## config.mk

```make
export PLATFORM = sky130hd
export DESIGN_NAME = i2c_write_sequencer
export DESIGN_NICKNAME = d
export VERILOG_FILES = /design/src/rtl/i2c_pkg.sv /design/src/rtl/i2c_cond_gen.sv /design/src/rtl/i2c_write_sequencer.sv
export SDC_FILE = /design/constraint.sdc
export NUM_CORES = 1
export LEC_CHECK = 0
export CORE_MARGIN = 1
export CORE_UTILIZATION = 50
export CTS_CLUSTER_DIAMETER = 100
export DETAILED_ROUTE_END_ITERATION = 8
export GPL_TIMING_DRIVEN = 1
export PLACE_DENSITY = 0.84
export SKIP_LAST_GASP = 1
export SYNTH_ARGS = -nofsm -noshare
export SYNTH_HDL_FRONTEND = slang
export SYNTH_SLANG_ARGS = --single-unit
```

## constraint.sdc

```tcl
create_clock -name i_clk -period 3.9 [get_ports i_clk]
set_clock_uncertainty 0.05 [all_clocks]
set_input_delay 0.78 -clock i_clk [delete_from_list [all_inputs] [get_ports i_clk]]
set_output_delay 0.78 -clock i_clk [all_outputs]
set_load 0.03 [all_outputs]
```

## src/rtl/i2c_pkg.sv

```systemverilog
// Shared definitions for the I2C write sequencer: FSM states and the
// START/STOP step numbering with the line levels driven at each step.
package i2c_pkg;

  typedef enum logic [2:0] {
    ST_IDLE,
    ST_START,
    ST_ADDR,
    ST_ADDR_WAIT,
    ST_DATA,
    ST_DATA_WAIT,
    ST_STOP,
    ST_DONE
  } seq_state_e;

  // Condition generator steps, one per quarter-SCL tick.
  localparam logic [1:0] STEP_FIRST      = 2'd0;
  localparam logic [1:0] START_WAIT_STEP = 2'd1;  // START: wait for SCL high
  localparam logic [1:0] STOP_WAIT_STEP  = 2'd2;  // STOP: wait for SCL high
  localparam logic [1:0] STEP_LAST       = 2'd3;

  // Line levels {sda, scl} driven during each step of a START or STOP.
  function automatic logic [1:0] cond_drive(input logic is_stop, input logic [1:0] step);
    logic [1:0] lv;
    lv = 2'b11;
    if (!is_stop) begin
      case (step)
        2'd0:    lv = 2'b11;
        2'd1:    lv = 2'b11;
        2'd2:    lv = 2'b01;  // SDA falls while SCL high
        default: lv = 2'b00;
      endcase
    end else begin
      case (step)
        2'd0:    lv = 2'b00;
        2'd1:    lv = 2'b01;
        2'd2:    lv = 2'b01;
        default: lv = 2'b11;  // SDA rises while SCL high
      endcase
    end
    return lv;
  endfunction

endpackage

```

## src/rtl/i2c_cond_gen.sv

```systemverilog
// START/STOP condition generator: walks four tick-paced steps while go is
// held, stalls at the wait step while SCL is stretched low, and pulses done
// on the tick that finishes the last step.
module i2c_cond_gen
  import i2c_pkg::*;
(
  input  logic i_clk,
  input  logic i_rst_n,
  input  logic i_tick,
  input  logic i_go,
  input  logic i_is_stop,
  input  logic i_scl,
  output logic o_done,
  output logic o_sda,
  output logic o_scl
);

  logic [1:0] step_q, step_d;
  logic       wait_step;
  logic       advance;

  // Step sequencing, stretch stall and line levels for the current step.
  always_comb begin
    wait_step = (step_q == (i_is_stop ? STOP_WAIT_STEP : START_WAIT_STEP));
    advance   = i_go && i_tick && !(wait_step && !i_scl);
    o_done    = advance && (step_q == STEP_LAST);
    step_d    = step_q;
    if (!i_go) begin
      step_d = STEP_FIRST;
    end else if (advance) begin
      step_d = step_q + 2'd1;  // last step wraps back to the first
    end
    {o_sda, o_scl} = cond_drive(i_is_stop, step_q);
  end

  // Step register.
  always_ff @(posedge i_clk) begin
    if (!i_rst_n) begin
      step_q <= STEP_FIRST;
    end else begin
      step_q <= step_d;
    end
  end

endmodule

```

## src/rtl/i2c_write_sequencer.sv

```systemverilog
// I2C master write sequencer: START, address byte with W bit, i_len data
// bytes through an external byte controller, then STOP. Owns the bus in
// START/STOP, passes the byte controller through otherwise.
module i2c_write_sequencer
  import i2c_pkg::*;
#(
  parameter int LEN_W = 4
) (
  input  logic             i_clk,
  input  logic             i_rst_n,
  input  logic             i_tick,
  input  logic             i_req,
  input  logic [6:0]       i_addr,
  input  logic [LEN_W-1:0] i_len,
  input  logic [7:0]       i_wr_data,
  output logic             o_data_pop,
  output logic             o_byte_start,
  output logic [7:0]       o_byte_data,
  input  logic             i_byte_done,
  input  logic             i_byte_error,
  input  logic             i_byte_sda,
  input  logic             i_byte_scl,
  input  logic             i_byte_sda_dis,
  input  logic             i_byte_scl_dis,
  input  logic             i_scl,
  output logic             o_sda,
  output logic             o_scl,
  output logic             o_sda_disable,
  output logic             o_scl_disable,
  output logic             o_busy,
  output logic             o_done,
  output logic             o_nack
);

  seq_state_e       state_q, state_d;
  logic [6:0]       addr_q, addr_d;
  logic [LEN_W-1:0] rem_q, rem_d;
  logic             nack_q, nack_d;
  logic             first_q, first_d;  // first WAIT cycle: controller result not yet valid
  logic [7:0]       byte_data_q, byte_data_d;
  logic             result_ok, result_err;
  logic             cond_go, cond_is_stop, cond_done, cond_sda, cond_scl;

  assign cond_go      = (state_q == ST_START) || (state_q == ST_STOP);
  assign cond_is_stop = (state_q == ST_STOP);
  assign o_byte_data  = byte_data_q;

  i2c_cond_gen u_cond_gen (
    .i_clk     (i_clk),
    .i_rst_n   (i_rst_n),
    .i_tick    (i_tick),
    .i_go      (cond_go),
    .i_is_stop (cond_is_stop),
    .i_scl     (i_scl),
    .o_done    (cond_done),
    .o_sda     (cond_sda),
    .o_scl     (cond_scl)
  );

  // Next-state logic and outputs; error wins over done, first WAIT cycle ignored.
  always_comb begin
    state_d     = state_q;
    addr_d      = addr_q;
    rem_d       = rem_q;
    nack_d      = nack_q;
    byte_data_d = byte_data_q;
    first_d     = (state_q == ST_ADDR) || (state_q == ST_DATA);
    result_err  = !first_q && i_byte_error;
    result_ok   = !first_q && i_byte_done && !i_byte_error;

    o_busy        = (state_q != ST_IDLE) && (state_q != ST_DONE);
    o_done        = (state_q == ST_DONE);
    o_nack        = nack_q;
    o_data_pop    = (state_q == ST_DATA);
    o_byte_start  = (state_q == ST_ADDR) || (state_q == ST_DATA);
    o_sda         = 1'b1;
    o_scl         = 1'b1;
    o_sda_disable = 1'b1;
    o_scl_disable = 1'b1;

    case (state_q)
      ST_IDLE: begin
        if (i_req) begin
          addr_d  = i_addr;
          rem_d   = i_len;
          nack_d  = 1'b0;
          state_d = ST_START;
        end
      end
      ST_START: begin
        if (cond_done) begin
          byte_data_d = {addr_q, 1'b0};
          state_d     = ST_ADDR;
        end
      end
      ST_ADDR: state_d = ST_ADDR_WAIT;
      ST_ADDR_WAIT, ST_DATA_WAIT: begin
        if (result_err) begin
          nack_d  = 1'b1;
          state_d = ST_STOP;
        end else if (result_ok) begin
          if (rem_q != '0) begin
            // Show-ahead head is already valid, so the byte is on the
            // output in the same cycle as the launch pulse.
            byte_data_d = i_wr_data;
            state_d     = ST_DATA;
          end else begin
            state_d = ST_STOP;
          end
        end
      end
      ST_DATA: begin
        byte_data_d = i_wr_data;  // head is unchanged until the pop edge
        if (rem_q != '0) begin
          rem_d = rem_q - LEN_W'(1);
        end
        state_d = ST_DATA_WAIT;
      end
      ST_STOP: begin
        if (cond_done) begin
          state_d = ST_DONE;
        end
      end
      ST_DONE: state_d = ST_IDLE;
      default: state_d = ST_IDLE;
    endcase

    if ((state_q == ST_START) || (state_q == ST_STOP)) begin
      o_sda         = cond_sda;
      o_scl         = cond_scl;
      o_sda_disable = 1'b0;
      o_scl_disable = 1'b0;
    end else if ((state_q == ST_ADDR) || (state_q == ST_ADDR_WAIT) ||
                 (state_q == ST_DATA) || (state_q == ST_DATA_WAIT)) begin
      o_sda         = i_byte_sda;
      o_scl         = i_byte_scl;
      o_sda_disable = i_byte_sda_dis;
      o_scl_disable = i_byte_scl_dis;
    end
  end

  // State and datapath registers.
  always_ff @(posedge i_clk) begin
    if (!i_rst_n) begin
      state_q     <= ST_IDLE;
      addr_q      <= '0;
      rem_q       <= '0;
      nack_q      <= 1'b0;
      first_q     <= 1'b0;
      byte_data_q <= '0;
    end else begin
      state_q     <= state_d;
      addr_q      <= addr_d;
      rem_q       <= rem_d;
      nack_q      <= nack_d;
      first_q     <= first_d;
      byte_data_q <= byte_data_d;
    end
  end

endmodule

```

==> metrics.md, run 1 <==
| Metric | Value |
|---|---|
| Worst skew pair latency | `0.32 ns` |
| # setup viols final | `0` |
| Outcome | `complete, but fails checks` |
| Core box area | `2850 µm²` |
| TritonRoute pass-1 iters | `6` |
| NetSw | `492 µW` |
| Worst rel slew slack | `48.7%` |
| Detailed placement HPWL | `2.67 mm` |
| Pint | `692 µW` |
| Final critical-path share of the clock period | `83.0%` |
| Post-Synth Simple-Gate Area | `roughly 28%` |
| Unrepaired setup endpoints after global routing | `no` |
| WP data required | `3.07 ns` |
| Seq/Total Area, Yosys | `33.2%` |
| Max Root-Sink Buffers | `2` |
| Worst Max-Slew Pin Slew | `0.763 ns` |
| Total Routing Usage GR | `between 20% and 30%` |
| Crit-path max FO | `19` |
| Number of global-route vias before repair | `1434` |
| FILL cells | `~230` |
| Reg-to-reg endpoint | `o_byte_data[0]$_SDFFE_PN0P_` |
| Violated checks | `design-rule violations` |
| Most frequent cells after synthesis | `28 x nand2_1, 26 x dfxtp_1, 20 x a21oi_1` |
| Synth unique cells | `49` |
| Largest cells by area after synthesis | `dfxtp_1 33%, nand2_1 6.7%, a21oi_1 6.4%, ha_1 5.6%, nor3_1 5.4%` |
| Footprint of the multi-input gates | `961 µm²` |
| Antenna-violating nets left | `0` |
| Startpoint Class | `flip-flop` |
| GRT overflow | `0` |
| Residual DRC | `5` |
| DIE AREA | `3360 µm²` |
| Sequential Power Share | `33.2%` |
| Compound-Gate Fraction of Synth Area | `20.3%` |
| CTS Sinks | `26` |
| Routability congestion estimate from global placement | `0.790` |
| Largest family of logic cells by synthesized area | `simple AND/OR/NAND/NOR gates` |
| Initial antenna violation count | `0` |
| Largest net degree at the start of global routing | `20` |
| FF+latch count, synth | `26` |
| Pwr/cell area | `about 570 nW/µm²` |
| Pins over their slew limit | `0` |
| Setup slack, reg-to-reg | `between 1.5 and 2 ns` |
| Routing usage on met1 | `a little under a third` |
| Ys flop type | `dfxtp_1` |
| Min-Delay Startpoint | `addr_q[6]$_SDFFE_PN0P_` |
| Dominant cell type by area after synthesis | `dfxtp_1` |
| Crit end category | `primary output` |
| Crit. Startpoint | `state_q[1]$_SDFFE_PN0P_` |
| Hold Worst Slack | `0.414 ns` |
| Adder-Cell Fraction of Synth Area | `6.23%` |
| Clock transition at path regs | `0.14 ns` |
| Logic pwr share | `51.3%` |
| WL per Instance | `approximately 13 µm` |
| Switching share of power | `41.6%` |
| Layout cells sized above 1 | `6.67%` |
| Min Tclk post-route | `around 3.2 ns` |
| TritonCTS buffer count | `3` |
| Initial Util | `between 50% and 60%` |
| Crit path to | `o_data_pop` |
| CP arrival | `2.41 ns` |
| Busiest grt layer | `met2` |
| Met3 GRT Util | `5.13%` |
| H-tree lvl count | `1` |
| Hold Violations, Final | `0` |
| CTS Hold Bufs | `0` |
| Fmax | `309 MHz` |
| Buffers on Ports | `46` |
| DIE WIDTH | `between 50 and 60 µm` |
| R2R depth | `5` |
| Global routing usage on met2 | `37.9%` |
| Count leader, synth | `nand2_1` |
| HP Class | `reg2reg` |
| Crit Path Class | `reg2out` |
| Syn-to-layout area delta | `32.1%` |
| Global-route wire length before repair | `6.12 mm` |
| Tot Pwr | `around 1200 µW` |
| Mux cell area share after synthesis | `under 10%` |
| Row count | `19` |
| FFs w/ async S/R, synth | `0%` |
| Die Ht | `58.0 µm` |
| Syn Area/Cell | `between 7 and 8 µm²` |
| # IOs | `47` |
| Clock power frac | `between 10% and 20%` |
| DR vias/cell | `5.64` |
| Area share of the largest cell type after synthesis | `33.2%` |
| Mapped Nets | `237` |
| Post-synth EDFFs | `0` |
| Synth Area in XOR/XNOR | `less than 1%` |
| TNS Setup | `0 ns` |
| Detailed Route Iter0 Violations | `50` |
| Post-Syn Area | `1570 µm²` |
| Cell count after synthesis | `200` |
| Root Buffer Master | `clkbuf_4` |
| CTS tree | `done` |
| Fin nets | `278` |
| Ys Warns | `0` |
| Total number of vias | `1529` |
| CTS resizes | `0` |
| Detailed Route WL | `3.66 mm` |
| LEAKAGE | `between 0.0007 and 0.0008 µW` |
| Setup bufs post-CTS | `0` |
| Worst r2r src | `state_q[1]$_SDFFE_PN0P_` |
| Max-cap check violation count | `0` |
| Register area | `520 µm²` |
| Antenna cells | `0` |
| Worst IR drop on VDD | `0.534 mV` |
-- sequential cells by signal, indices dropped and copies added, names as in the netlist --
name	count
u_cond_gen.step_q	2
first_q	1
o_byte_data	8
rem_q	4
addr_q	7
state_q	3
o_nack	1
-- cell usage in the layout (no fill, tap or decap), types with 2 or more instances in the layout --
| cell | Yosys | routed |
|---|---|---|
| o22ai_1 | 2 | 2 |
| clkdlybuf4s50_1 | 0 | 46 |
| nand2b_1 | 3 | 3 |
| and3b_1 | 2 | 2 |
| nor4_2 | 2 | 2 |
| ha_1 | 7 | 7 |
| mux2i_1 | 2 | 2 |
| o21ai_0 | 7 | 7 |
| inv_1 | 9 | 9 |
| o21ai_1 | 2 | 2 |
| and2_1 | 3 | 3 |
| clkbuf_4 | 0 | 3 |
| or3_1 | 2 | 2 |
| nand3_1 | 2 | 2 |
| nor2_1 | 14 | 14 |
| a21boi_0 | 4 | 4 |
| dfxtp_1 | 26 | 26 |
| a21oi_1 | 20 | 20 |
| nand2_1 | 28 | 28 |
| a211oi_1 | 2 | 2 |
| o221ai_1 | 3 | 3 |
| nor3_1 | 17 | 17 |
| mux2_2 | 7 | 7 |
| nor4_1 | 2 | 2 |
-- through the flow --
step	cell area [µm²]	cells	utilization (%)	worst slack (ns)
floorplan	1570	200	-	1.54
global placement	2020	267	70.7	0.906
detailed placement	2020	267	70.7	0.881
CTS	2070	271	72.6	0.685
global route	2070	271	72.6	0.514
finish	2070	271	72.6	0.663
-- power groups by stage --
stage / clock (µW) / combinational, µW / sequential (µW)
floorplan: 0 / 435 / 378
global placement: 0 / 595 / 394
detailed placement: 0 / 603 / 397
CTS: 188 / 609 / 390
global route: 198 / 665 / 403
finish: 184 / 608 / 393
-- cells by family after synthesis --
logic type / count (synthesis)
fa+ha+maj: 8
compound gates: 51
xor+xnor: 1
buf+inv: 20
simple gates: 85
flops: 26
mux: 9
-- worst min path at each step --
stage | endpoint | slack, ns | cells after the start
3_5_place_dp | addr_q[6]$_SDFFE_PN0P_ | 0.40 | 2
4_1_cts | addr_q[6]$_SDFFE_PN0P_ | 0.42 | 2
6_report | addr_q[6]$_SDFFE_PN0P_ | 0.41 | 2
2_1_floorplan | addr_q[0]$_SDFFE_PN0P_ | 0.38 | 2
3_3_place_gp | addr_q[6]$_SDFFE_PN0P_ | 0.39 | 2
5_1_grt | addr_q[5]$_SDFFE_PN0P_ | 0.45 | 2
-- routing by layer --
layer  up-vias  wire length (µm)  share of wire [%]
met1       688              1790                 49
met4         0                33               0.90
met5         -                 0                  0
met2        45              1630                 44
met3         4               212                5.8
li1        792                 -                  -
-- final cells by class --
cell class,count,area share [%]
multi-input combinational,154,46.4
timing repair buffer,46,22.2
clock buffer,3,1.09
tap,31,1.87
sequential,26,25.1
clock inverter,1,1.45
inverter,10,1.81
-- critical path: stages (launching register included) --
cell and delay [ns]:
dfxtp_1 0.71, and2b_1 0.30, nand2_1 0.28, inv_1 0.17, clkdlybuf4s50_1 0.62
No activity file was read; power rests on OpenSTA's default activity.
==> run 2, diff against run 1 <==
Settings changed: CORE_UTILIZATION 50 to 47, PLACE_DENSITY 0.84 to 0.8.
Clock period 3.9 ns to 3 ns, I/O delays scaled along.
==> run 2 against run 1 <==
Effect of this change: the run now ends clean; utilization shrank 5.1 points; sequential power is 30% higher; power is 25% higher; highest routed layer unchanged; non-clock buffer count increased by 3; design area grew 1.1%; clock power is 5% lower; count of clock-buffer cells in the layout grew 1; wire length rose by 1.1%; register-to-register slack lost 0.77 ns; flip-flop and latch count is the same; setup slack worse by 0.48 ns; final cell count rose by 5.9%.
==> metrics.md, run 2 (same netlist as run 1, synthesis figures left out) <==
| Metric | Value |
|---|---|
| Outcome | `finished, final reports clean (was complete, but fails checks)` |
| DIE AREA | `3570 µm² (was 3360 µm²)` |
| Footprint of the multi-input gates | `961 µm² (unchanged)` |
| TritonRoute pass-1 iters | `4 (was 6)` |
| Commonest non-fill, non-tap cell in the layout | `clkdlybuf4s50_1 (unchanged)` |
| Clock transition at path regs | `0.14 ns (about the same)` |
| Max Root-Sink Buffers | `2 (unchanged)` |
| Setup slack at placement | `0.345 ns (was 0.881 ns)` |
| Antenna-violating nets left | `0 (unchanged)` |
| Global-route wire length before repair | `6.13 mm (was 6.12 mm)` |
| Detailed placement HPWL | `2.73 mm (was 2.67 mm)` |
| Logic pwr share | `53.6% (was 51.3%)` |
| Initial antenna violation count | `0 (unchanged)` |
| Sequential Power Share | `34.6% (was 33.2%)` |
| Setup slack, reg-to-reg | `0.93 ns (was 1.70 ns)` |
| Crit path to | `o_sda_disable (was o_data_pop)` |
| Max reg flops | `8 (unchanged)` |
| CTS Hold Bufs | `0 (unchanged)` |
| CP arrival | `2.16 ns (was 2.41 ns)` |
| H-tree lvl count | `1 (unchanged)` |
| Register area | `522 µm² (was 520 µm²)` |
| GRT overflow | `0 (unchanged)` |
| Crit end category | `primary output (unchanged)` |
| Core box area | `3100 µm² (was 2850 µm²)` |
| DIE WIDTH | `59.8 µm (was 58.0 µm)` |
| Fin nets | `281 (was 278)` |
| CTS Sinks | `26 (unchanged)` |
| Unrepaired setup endpoints after global routing | `no (unchanged)` |
| Fmax | `~360 MHz` |
| Hold Violations, Final | `0 (unchanged)` |
| Number of global-route vias before repair | `1328 (was 1434)` |
| NetSw | `633 µW (was 492 µW)` |
| # IOs | `47 (unchanged)` |
| DR vias/cell | `5.39 (was 5.64)` |
| Antenna cells | `0 (unchanged)` |
| Row count | `20 (was 19)` |
| Total Routing Usage GR | `22.4% (was 23.0%)` |
| Startpoint Class | `flip-flop (unchanged)` |
| Detailed Route WL | `3.70 mm (was 3.66 mm)` |
| Final critical-path share of the clock period | `93.8%` |
| Worst skew pair latency | `0.32 ns (about the same)` |
| Syn-to-layout area delta | `33.6% (was 32.1%)` |
| Hold Worst Slack | `0.414 ns (about the same)` |
| Min Tclk post-route | `2.81 ns` |
| Crit. Startpoint | `state_q[2]$_SDFFE_PN0P_ (was state_q[1]$_SDFFE_PN0P_)` |
| Pint | `845 µW (was 692 µW)` |
| Initial Util | `50.5% (was 55.0%)` |
| CTS tree | `done (unchanged)` |
| TritonCTS buffer count | `3 (unchanged)` |
| Worst r2r src | `state_q[2]$_SDFFE_PN0P_ (was state_q[1]$_SDFFE_PN0P_)` |
| # setup viols final | `0 (unchanged)` |
| Worst Max-Slew Pin Slew | `0.805 ns (was 0.763 ns)` |
| Total number of vias | `1547 (was 1529)` |
| Pwr/cell area | `706 nW/µm² (was 572 nW/µm²)` |
| Placed Instances | `283 (was 267)` |
| Tot Pwr | `1480 µW (was 1180 µW)` |
| Clock power frac | `11.8% (was 15.5%)` |
| CTS resizes | `0 (unchanged)` |
| Residual DRC | `0 (was 5)` |
| Final worst setup slack | `0.187 ns (was 0.663 ns)` |
| WL per Instance | `12.9 µm (was 13.5 µm)` |
| FILL cells | `300 (was 227)` |
| Layout cells sized above 1 | `8.23% (was 6.67%)` |
| LEAKAGE | `0.000803 µW (was 0.000796 µW)` |
| Pins over their slew limit | `0 (unchanged)` |
| Detailed Route Iter0 Violations | `91 (was 50)` |
| Largest net degree at the start of global routing | `20 (unchanged)` |
| Buffers on Ports | `46 (unchanged)` |
| R2R depth | `5 (unchanged)` |
| Die Ht | `59.8 µm (was 58.0 µm)` |
| Crit Path Class | `reg2out (unchanged)` |
| Most frequent cells in the layout | `46 x clkdlybuf4s50_1, 28 x nand2_1, 25 x dfxtp_1 (was 46 x clkdlybuf4s50_1, 28 x nand2_1, 26 x dfxtp_1)` |
| Crit-path max FO | `14 (was 19)` |
| Final Non-Filler Cells | `287 (was 271)` |
| Switching share of power | `42.8% (was 41.6%)` |
| WP data required | `2.35 ns (was 3.07 ns)` |
| Setup bufs post-CTS | `0 (unchanged)` |
| Worst rel slew slack | `45.9% (was 48.7%)` |
| HP Class | `reg2reg (unchanged)` |
| Max-cap check violation count | `0 (unchanged)` |
| Root Buffer Master | `clkbuf_4 (unchanged)` |
| Reg-to-reg endpoint | `o_byte_data[0]$_SDFFE_PN0P_ (unchanged)` |
| Routability congestion estimate from global placement | `0.834 (was 0.790)` |
| Worst IR drop on VDD | `0.440 mV (was 0.534 mV)` |
| TNS Setup | `0 ns (unchanged)` |
-- run 2: changes by cell type in the layout (fill, tap and decap cells not counted), sizes merged --
cell,change
buf,+3
bufinv,-1
clkbuf,+1
-- run 2: per-stage QoR --
stage                     cell area (µm²)  util [%]
after floorplan                      1570         -
after global placement               2060      66.3
after detailed placement             2060      66.3
after CTS                            2090      67.5
after global routing                 2090      67.5
final                                2090      67.5
-- run 2: worst max-delay path, stage by stage (launching register included) --
cell	delay, ns
dfxtp_1	0.61
nand2b_1	0.28
o21ai_1	0.16
nor2_1	0.13
clkdlybuf4s50_1	0.67
-- run 2: power by group through the flow --
stage	logic, µW	registers (µW)	clock network (µW)
after floorplan	565	491	0
after global placement	781	513	0
after detailed placement	791	516	0
after CTS	795	508	181
after global routing	870	525	197
final	792	511	175
-- run 2: worst min path at each step --
stage,startpoint,end,slack (ns),depth (start not counted)
3_3_place_gp,addr_q[2]$_SDFFE_PN0P_,addr_q[2]$_SDFFE_PN0P_,0.39,2
5_1_grt,addr_q[6]$_SDFFE_PN0P_,addr_q[6]$_SDFFE_PN0P_,0.44,2
4_1_cts,addr_q[6]$_SDFFE_PN0P_,addr_q[6]$_SDFFE_PN0P_,0.42,2
2_1_floorplan,addr_q[0]$_SDFFE_PN0P_,addr_q[0]$_SDFFE_PN0P_,0.38,2
3_5_place_dp,addr_q[6]$_SDFFE_PN0P_,addr_q[6]$_SDFFE_PN0P_,0.40,2
6_report,addr_q[1]$_SDFFE_PN0P_,addr_q[1]$_SDFFE_PN0P_,0.41,2
-- run 2: metal layers --
layer / vias up / global-route usage [%] / wire, µm
li1: 798 / - / -
met1: 692 / 31.4 / 1830
met2: 55 / 34.9 / 1610
met3: 2 / 3.90 / 240
met4: 0 / 6.31 / 19
met5: - / 0 / 0
-- run 2: layout make-up --
cell class                      count  share of cell area, %
Timing Repair Buffer               49                   23.1
Inverter                           10                   1.79
Sequential cell                    26                   24.9
Multi-Input combinational cell    154                   45.9
Clock buffer                        4                   1.73
Tap cell                           44                   2.63
==> run 3, diff against run 2 <==
Settings changed: CTS_CLUSTER_SIZE set to 10.
==> results of run 3 <==
Final layout, timing and power as in run 2 (identical DEF).
